$ cat src/rtl/tmds_serializer_multi.sv
// tmds_serializer_multi: multi-lane parallel-to-serial converter.
// Emits BITS_PER_CLK bits per lane per x_clk cycle, LSB first, with all lanes
// sharing one phase counter. A one-entry holding buffer absorbs upstream
// jitter; when no word is available at a word boundary an idle symbol is sent
// and an underrun is flagged.
module tmds_serializer_multi #(
   parameter int                CHANNELS     = 3,
   parameter int                WORD_W       = 10,
   parameter int                BITS_PER_CLK = 2,
   parameter logic [WORD_W-1:0] IDLE_WORD    = WORD_W'(10'b1101010100)
) (
   input  logic                             x_clk,
   input  logic                             rst,
   input  logic                             in_valid,
   input  logic [CHANNELS*WORD_W-1:0]       in_data,
   output logic                             in_ready,
   output logic [CHANNELS*BITS_PER_CLK-1:0] out_bits,
   output logic                             word_start,
   output logic                             underrun,
   output logic                             underrun_sticky,
   input  logic                             underrun_clr
);

   localparam int SLOTS = WORD_W / BITS_PER_CLK;
   localparam int PH_W  = (SLOTS > 2) ? $clog2(SLOTS) : 1;
   localparam logic [PH_W-1:0] LAST_PH = PH_W'(SLOTS - 1);

   // A word must split into a whole number of slots, and at least two of them.
   generate
      if ((WORD_W % BITS_PER_CLK) != 0 || SLOTS < 2) begin : g_bad_params
         $error("tmds_serializer_multi: WORD_W must be a multiple of BITS_PER_CLK with at least 2 slots");
      end
   endgenerate

   logic [PH_W-1:0]            phase;
   logic                       last;
   logic [WORD_W-1:0]          sh [CHANNELS];
   logic [CHANNELS*WORD_W-1:0] hold_data;
   logic                       buf_full;
   logic                       accept;
   logic                       underrun_cond;
   logic [CHANNELS*WORD_W-1:0] load_word;

   assign last          = (phase == LAST_PH);
   assign in_ready      = !buf_full || last;
   assign accept        = in_valid && in_ready;
   assign underrun_cond = last && !buf_full && !in_valid;
   assign word_start    = (phase == '0);

   // Pick the next word: buffered word first, then bypass, then idle.
   always_comb begin
      // NOTE: give every always_comb output a value on all paths so no latch is inferred.
      load_word = {CHANNELS{IDLE_WORD}};
      if (buf_full)
         load_word = hold_data;
      else if (in_valid)
         load_word = in_data;
   end

   // Per-lane shift registers: load at the word boundary, else shift right.
   always_ff @(posedge x_clk) begin
      for (int c = 0; c < CHANNELS; c++) begin
         // NOTE: sequential state is written with non-blocking assignments only.
         if (rst)
            sh[c] <= IDLE_WORD;
         else if (last)
            sh[c] <= load_word[c*WORD_W +: WORD_W];
         else
            sh[c] <= sh[c] >> BITS_PER_CLK;
      end
   end

   // Phase counter, buffer occupancy and underrun flags.
   always_ff @(posedge x_clk) begin
      if (rst) begin
         phase           <= '0;
         buf_full        <= 1'b0;
         underrun        <= 1'b0;
         underrun_sticky <= 1'b0;
      end else begin
         phase <= last ? '0 : phase + 1'b1;
         if (last)
            buf_full <= buf_full && accept;
         else if (accept)
            buf_full <= 1'b1;
         underrun <= underrun_cond;
         if (underrun_cond)
            underrun_sticky <= 1'b1;
         else if (underrun_clr)
            underrun_sticky <= 1'b0;
      end
   end

   // Holding buffer payload: captured whenever an accepted word is not bypassed.
   always_ff @(posedge x_clk) begin
      // NOTE: payload is left out of reset; buf_full alone decides whether it is meaningful.
      if (accept && (!last || buf_full))
         hold_data <= in_data;
   end

   // Output lanes come straight from the shift register LSBs.
   generate
      for (genvar c = 0; c < CHANNELS; c++) begin : g_lane
         assign out_bits[c*BITS_PER_CLK +: BITS_PER_CLK] = sh[c][BITS_PER_CLK-1:0];
      end
   endgenerate

endmodule

$ cat config.mk
export PLATFORM = sky130hd
export DESIGN_NAME = tmds_serializer_multi
export DESIGN_NICKNAME = d
export VERILOG_FILES = /design/src/rtl/tmds_serializer_multi.sv
export SDC_FILE = /design/constraint.sdc
export NUM_CORES = 1
export LEC_CHECK = 0
export ABC_AREA = 1
export CAP_MARGIN = 15
export CORE_UTILIZATION = 25
export DETAILED_ROUTE_END_ITERATION = 7
export GPL_ROUTABILITY_DRIVEN = 0
export PLACE_DENSITY = 0.46
export SYNTH_ARGS = -nofsm -noshare
export SYNTH_HDL_FRONTEND = slang
export SYNTH_SLANG_ARGS = --single-unit
$ cat constraint.sdc
create_clock -name x_clk -period 2.7 [get_ports x_clk]
set_input_delay 0.54 -clock x_clk [delete_from_list [all_inputs] [get_ports x_clk]]
set_output_delay 0.54 -clock x_clk [all_outputs]
set_load 0.03 [all_outputs]
Word level (Yosys, flattened, before mapping)
Memory sizes are Yosys's and may differ from the RTL's.
Cells that the tools add are included.
{ "totals": {"regBits": 36, "ramBits": 30, "out_inout_bits": 10, "memories": 1} }
{ "op_classes": {"add_sub_neg": 1, "n_eq_ne": 1, "muxes": 20, "bitwise_logic": 6, "reduce_logical": 14} }
{ "mem_list": {"columns": ["memory", "depth", "word_bits", "rd", "rd_clocked_by_memory_dff", "write_ports", "line_no", "text"], "rows": [
  ["sh", 3, 10, 3, 0, 3, "37", "logic [WORD_W-1:0] sh [CHANNELS];"]
]} }
{ "ops": {"columns": ["cell", "count"], "rows": [
  ["$mux 10", 6],
  ["$mux 30", 2],
  ["$mux 1", 12],
  ["$or 1x1->1", 6],
  ["$logic_and 1x1->1", 5],
  ["$reduce_bool 2->1", 2],
  ["$add 3x1->3 const B", 1],
  ["$eq 3x3->1 const B", 1],
  ["$logic_not 1->1", 3],
  ["$logic_not 3->1", 1],
  ["$logic_or 1x1->1", 2],
  ["$reduce_or 2->1", 1]
]} }

Longest topological paths before layout
Gate-level depths: netlist of run 1.
{ "depth": {"depth_word": 6, "ltp_mapped": 9} }

Worst setup path after synthesis of run 1
No wires, ideal clock.
{ "synth_path": {"path_kind": "reg-to-reg", "startpoint": "register phase[0]", "endpoint": "register hold_data[0] (enable)", "setup_ps": 427, "arrival_ps": 2307, "setup_slack_ps": -34, "path_stages_with_launch": 6, "path_buffers": 0, "period_less_slack_ps": 2734, "cell_sequence": "dfxtp_1 inv_1 ha_1 nand3_1 nand2_1 a21oi_1"} }
{ "synth_via": {"elab_chain_cells": 4} }
{ "synth_rtl": {"columns": ["item", "line_no", "text"], "rows": [
  ["from (decl)", "35", "logic [PH_W-1:0] phase;"],
  ["from (signal assigned)", "81", "phase <= last ? '0 : phase + 1'b1;"],
  ["$eq 3x3->1 (*)", "44", "assign last = (phase == LAST_PH);"],
  ["$logic_or 1x1->1 or $logic_not 1->1 (tied branches)", "45, 97", null],
  ["$logic_and 1x1->1 or $logic_or 1x1->1 (tied branches)", "46, 97", null],
  ["$logic_and 1x1->1 (*)", "97", "if (accept && (!last || buf_full))"],
  ["to (signal assigned)", "98", "hold_data <= in_data;"],
  ["to (decl)", "38", "logic [CHANNELS*WORD_W-1:0] hold_data;"]
]} }
Every way passes the cells marked *; elsewhere a longest branch is shown, timed or not.
A chain may end at the register's enable or synchronous reset.

Worst setup path in the final report of run 1
{ "layout_path": {"startpoint": "register phase[0]", "endpoint": "output in_ready"} }
{ "layout_via": {"elab_chain_cells": 2} }
{ "layout_rtl": {"columns": ["item", "line_no", "text"], "rows": [
  ["$eq 3x3->1", "44", null],
  ["$logic_or 1x1->1", "45", "assign in_ready = !buf_full || last;"],
  ["to (decl)", "16", "output logic in_ready,"]
]} }
Every way passes these cells.

==> results by group, run 1 <==
Run status
  – Outcome: finished, violations left
  – Failing checks: DRC

GRT
  – First-pass GRT wire length: 10900 um
  – GRT Overall Usage: approximately 11%
  – Number of global-route vias before repair: 2153
  – Grt ovf: 0
  – Antenna violations before repair: 0
  – Largest net degree at the start of global routing: 29

Min path
  – Hold/Removal Path Class: register to register

Final layout
  – Fin cells: between 500 and 600
  – Layout area overhead: 29.5%
  – Share of layout cells above drive strength 1: slightly above 8%
  – Fillcell total: 1192
  – Sequential cell area: 1920 um^2
  – Nets: 406
  – Multi-input logic area: 948 um^2
  – Diodes inserted: 0
  – Final instance area: 3870 um^2

Floorplanning
  – Die ar.: 12400 um^2
  – CORE AREA: 11600 um^2
  – Starting Density: 25.9%
  – Die Height: 111 um
  – Die X: 111 um
  – Row count: 39
  – # IOs: 44

Logic synthesis
  – Cells after synthesis: 301
  – Simple-gate portion of the synthesized area: 21.9%
  – Synth Area in Compound Gates: 4.56%
  – Register area share after synthesis: about 64%
  – Post-Synth Adder-Cell Area: 0.836%
  – Yosys cell types: 23
  – Portion of netlist area occupied by mux cells: 0%
  – Mapped Avg Cell Area: approximately 9.9 um^2
  – Main combinational cell family by area after synthesis: simple AND/OR/NAND/NOR gates
  – Post-synthesis register bit count: 66
  – Synthesis Warnings: 0
  – Post-Synth XOR/XNOR Area: less than 1%
  – Synth Cell Area: between 2000 and 3000 um^2

STA
  – Endpoints failing setup: 0
  – Skew final: 7.38 ps
  – Final WS setup: 287 ps
  – Fmax: between 400 and 500 MHz
  – Max Slew Vio Count: 0
  – WHS: 446 ps
  – Setup TNS: 0 ps
  – Post-route clock period utilization: 89.4%
  – Fin crit period: 2410 ps
  – RSZ-0062 raised after global routing: false
  – Final Hold Viols: 0

Critical path
  – Crit end category: output port
  – Critical path required time: 2160 ps
  – Critical Path Fanout Max: 9
  – Slowest cell delay on critical path: 690 ps
  – CP Cell Sequence: inv_1, ha_1, nand2_4, nand2_1, clkdlybuf4s50_1
  – CP max stage cell: clkdlybuf4s50_1
  – CP Launch Type: register
  – Critical path type: register to output port
  – WP data arrival: 1870 ps

Routing
  – Post-DR wirelength/cell: ~12 um
  – Drt drc: 8
  – Drt total wl: 6360 um
  – Via count: 2104
  – DRT iter0 DRCs: roughly 110
  – Number of nets with antenna violations after routing: 0
  – Router iterations before antenna repair: 6
  – Vias per cell: just over 4

CTS
  – CTS resizes: 0
  – Clk buf depth: 2
  – Worst-path clk slew: ~50 ps
  – H-tree depth: 3
  – Number of post-CTS setup repair buffers: 0
  – Worst-skew pair later-pin latency: approximately 320 ps
  – # clock sinks: 66
  – CTS tree: yes
  – Clock root cell: clkbuf_16
  – Cts bufs inserted: 9
  – Hold Buf Count CTS: 0

Place
  – Detail Placement HPWL: 4060 um
  – Cell count after placement: roughly 500
  – Pre-CTS setup slack: 431 ps
  – Buffers on Ports: 43
  – Placed cell area: 3620 um^2

Power
  – Max VDD drop: 0.294 mV
  – PD cells: 654 nW/um^2
  – Pleak: 1.66 nW

Run
  – MaxCap Viol Count: 0
## report_power, final
part / switching [mW] / leakage (nW) / internal (mW)
registers: 0.0233 / 0.629 / 1.20
logic: 0.182 / 0.906 / 0.121
clock network: 0.400 / 0.129 / 0.609
total: 0.605 / 1.66 / 1.93
## critical path: cells and delay by family, from the launching register on
| kind | cells | cell delay (ps) |
|---|---|---|
| adder cells (fa/ha/maj) | 1 | 230 |
| flip-flops | 1 | 320 |
| AND/OR/NAND/NOR | 2 | 260 |
| buffers and inverters | 2 | 750 |
## layout by cell type (no fill, tap or decap)
cell and n:
ha_1 2, o21ai_1 3, inv_2 1, nand2_4 2, clkinv_2 4, nand3_1 21
inv_1 21, clkbuf_16 9, a21oi_1 14, inv_4 3, clkdlybuf4s50_1 43, a21oi_4 1
edfxtp_1 60, buf_4 5, o22ai_1 1, clkinv_1 1, nand2_1 127, nand2_2 2
conb_1 30, o21ai_0 1, xnor2_1 1, clkbuf_1 2, a21oi_2 4, nor2_1 10
dfxtp_1 6
## cell type report
class	count	share of cell area, %
sequential	66	49.6
clock inverter	4	0.517
timing repair buffer	48	12.1
clock buffer	11	6.01
multi-input combinational	219	24.5
tap	143	4.62
inverter	26	2.71
## through the flow
step | total power [mW] | utilization (%)
floorplan | 1.44 | -
global placement | 1.55 | 31.3
detailed placement | 1.55 | 31.3
CTS | 2.58 | 33.5
global route | 2.66 | 33.5
finish | 2.54 | 33.5
## logic make-up (layout without fill, tap and decap cells)
| kind of cell | after synthesis | in the layout |
|---|---|---|
| compound gates | 24 | 24 |
| flops | 66 | 66 |
| other cells | 1 | 30 |
| buf+inv | 45 | 89 |
| simple gates | 162 | 162 |
| xor+xnor | 1 | 1 |
| fa+ha+maj | 2 | 2 |
## sequential cells by signal, summed over array words and instances (netlist names)
| name | flops |
|---|---|
| underrun_sticky | 1 |
| buf_full | 1 |
| hold_data | 30 |
| underrun | 1 |
| sh | 30 |
| phase | 3 |
## worst paths after layout
check                               from             to  slack, ps  cells after the start
worst min register to register  phase[0]       phase[0]        450                      1
worst min-delay path            phase[0]       phase[0]        450                      1
worst max-delay path            phase[0]       in_ready        290                      5
worst max register to register  buf_full  hold_data[12]        790                      5
## synth_stat cells (all sizes together)
| master | number | share of area, % |
|---|---|---|
| nand2 | 131 | 17 |
| edfxtp | 60 | 60 |
| inv | 25 | 3.4 |
| nand3 | 21 | 3.5 |
| a21oi | 19 | 3.7 |
| buf | 19 | 4.6 |
| nor2 | 10 | 1.3 |
| dfxtp | 6 | 4.0 |
| o21ai | 4 | 0.67 |
| ha | 2 | 0.84 |
| clkinv | 1 | 0.13 |
| conb | 1 | 0.13 |
| o22ai | 1 | 0.21 |
| xnor2 | 1 | 0.29 |
## routing by layer
| metal | vias up | part of all wire (%) | GRT usage, % |
|---|---|---|---|
| met5 | - | 0 | 0 |
| met4 | 0 | 1.1 | 3.24 |
| met3 | 6 | 4.7 | 3.92 |
| met2 | 41 | 45 | 18.0 |
| met1 | 978 | 49 | 15.1 |
| li1 | 1079 | - | - |
Power figures use the tool's default switching activity.
==> run 2, diff against run 1 <==
CORE_MARGIN = 4   (was unset)
==> results by group, run 2 (synthesis results as in run 1) <==
Run status
  – Outcome: finished, final reports clean

STA
  – Final Hold Viols: 0
  – Setup TNS: 0 ps
  – Skew final: about 5.8 ps
  – Max Slew Vio Count: 0
  – Endpoints failing setup: 0
  – WHS: between 400 and 500 ps
  – Post-route clock period utilization: between 90 and 100%
  – RSZ-0062 raised after global routing: false
  – Final WS setup: between 200 and 300 ps
  – Fmax: 411 MHz
  – Fin crit period: between 2000 and 2500 ps

Final layout
  – Share of layout cells above drive strength 1: 8.56%
  – Fin util: around a third
  – Largest registers: hold_data (30), sh (30), phase (3)
  – Layout area overhead: 30.3%
  – Commonest non-fill, non-tap cells in the layout: nand2_1 (127), edfxtp_1 (60), clkdlybuf4s50_1 (43)
  – Final instance area: about 3900 um^2
  – Nets: 405
  – Fillcell total: 1241
  – Sequential cell area: 1920 um^2
  – Multi-input logic area: 948 um^2
  – Commonest non-fill, non-tap cell in the layout: nand2_1
  – Diodes inserted: 0

Critical path
  – Critical Path Fanout Max: 9
  – Crit end category: output port
  – WP data arrival: 1890 ps
  – Critical path required time: 2160 ps
  – CP Launch Type: register
  – Critical path type: register to output port

CTS
  – Hold Buf Count CTS: 0
  – Number of post-CTS setup repair buffers: 0
  – # clock sinks: 66
  – CTS resizes: 0
  – Clock root cell: clkbuf_16
  – Clk buf depth: 2
  – Worst-skew pair later-pin latency: ~330 ps
  – Worst-path clk slew: 50 ps
  – CTS tree: yes
  – H-tree depth: 3
  – Cts bufs inserted: 9

GRT
  – Largest net degree at the start of global routing: 29
  – Antenna violations before repair: 0
  – GRT Overall Usage: under 10%
  – Number of global-route vias before repair: 2067
  – Grt ovf: 0
  – First-pass GRT wire length: 10700 um

Floorplanning
  – Die X: 117 um
  – Die ar.: 13800 um^2
  – Starting Density: about 26%
  – Die Height: 117 um
  – # IOs: 44
  – Row count: 39
  – CORE AREA: 11600 um^2

Power
  – PD cells: 665 nW/um^2
  – Pleak: 1.67 nW
  – Max VDD drop: 0.309 mV

Routing
  – Router iterations before antenna repair: 4
  – DRT iter0 DRCs: 122
  – Post-DR wirelength/cell: 12.5 um
  – Number of nets with antenna violations after routing: 0
  – Drt total wl: 6490 um
  – Drt drc: 0
  – Via count: between 2000 and 2500
  – Vias per cell: 4.05

Place
  – Detail Placement HPWL: 4290 um
  – Placed cell area: 3630 um^2
  – Buffers on Ports: 43
  – Pre-CTS setup slack: roughly 500 ps

Run
  – MaxCap Viol Count: 0

Min path
  – Hold/Removal Path Class: register to register
-- run 2: cell types whose count changed in the layout (fill, tap and decap cells not counted) --
cell        before  now
buf_12           0    1
buf_4            5    3
clkbuf_1         2    1
clkbuf_8         0    1
clkinv_2         4    3
clkinvlp_4       0    2
-- run 2: cell type report --
cell class                      count  share of cell area (%)
Sequential cell                    66                    49.3
Clock buffer                       11                    6.22
Timing Repair Buffer               47                    12.1
Inverter                           26                    2.69
Tap cell                          143                    4.59
Clock inverter                      5                   0.770
Multi-Input combinational cell    219                    24.3
-- run 2: per-layer routing --
metal  global-route usage [%]  routed length, um  vias to the layer above
met1                     12.9               3150                      963
met4                     3.52                 92                        0
met2                     15.4               2950                       45
met3                     3.32                297                        7
met5                        0                  0                        -
li1                         -                  -                     1081
-- run 2: metrics by stage --
step	total power, mW	std cells
after detailed placement	1.56	501
after floorplan	1.44	330
after global placement	1.55	501
after CTS	2.63	517
after global routing	2.71	517
final	2.59	517
-- run 2: path summary, 6_finish.rpt --
kind	from	to	slack (ps)	cells past startpoint
setup / recovery	phase[0]	in_ready	270	5
setup reg to reg	buf_full	hold_data[10]	700	5
hold reg to reg	phase[0]	phase[0]	460	1
hold / removal	phase[0]	phase[0]	460	1
-- run 2: worst max-delay path, stage by stage, from the launching register on --
cell,delay [ps]
dfxtp_1,320
inv_1,60
ha_1,220
nand2_4,140
nand2_1,130
clkdlybuf4s50_1,690
-- run 2: power by group --
group	total [mW]	switching [mW]	internal (mW)
Sequential	1.22	0.0238	1.20
Combinational	0.305	0.182	0.123
Clock	1.06	0.423	0.641
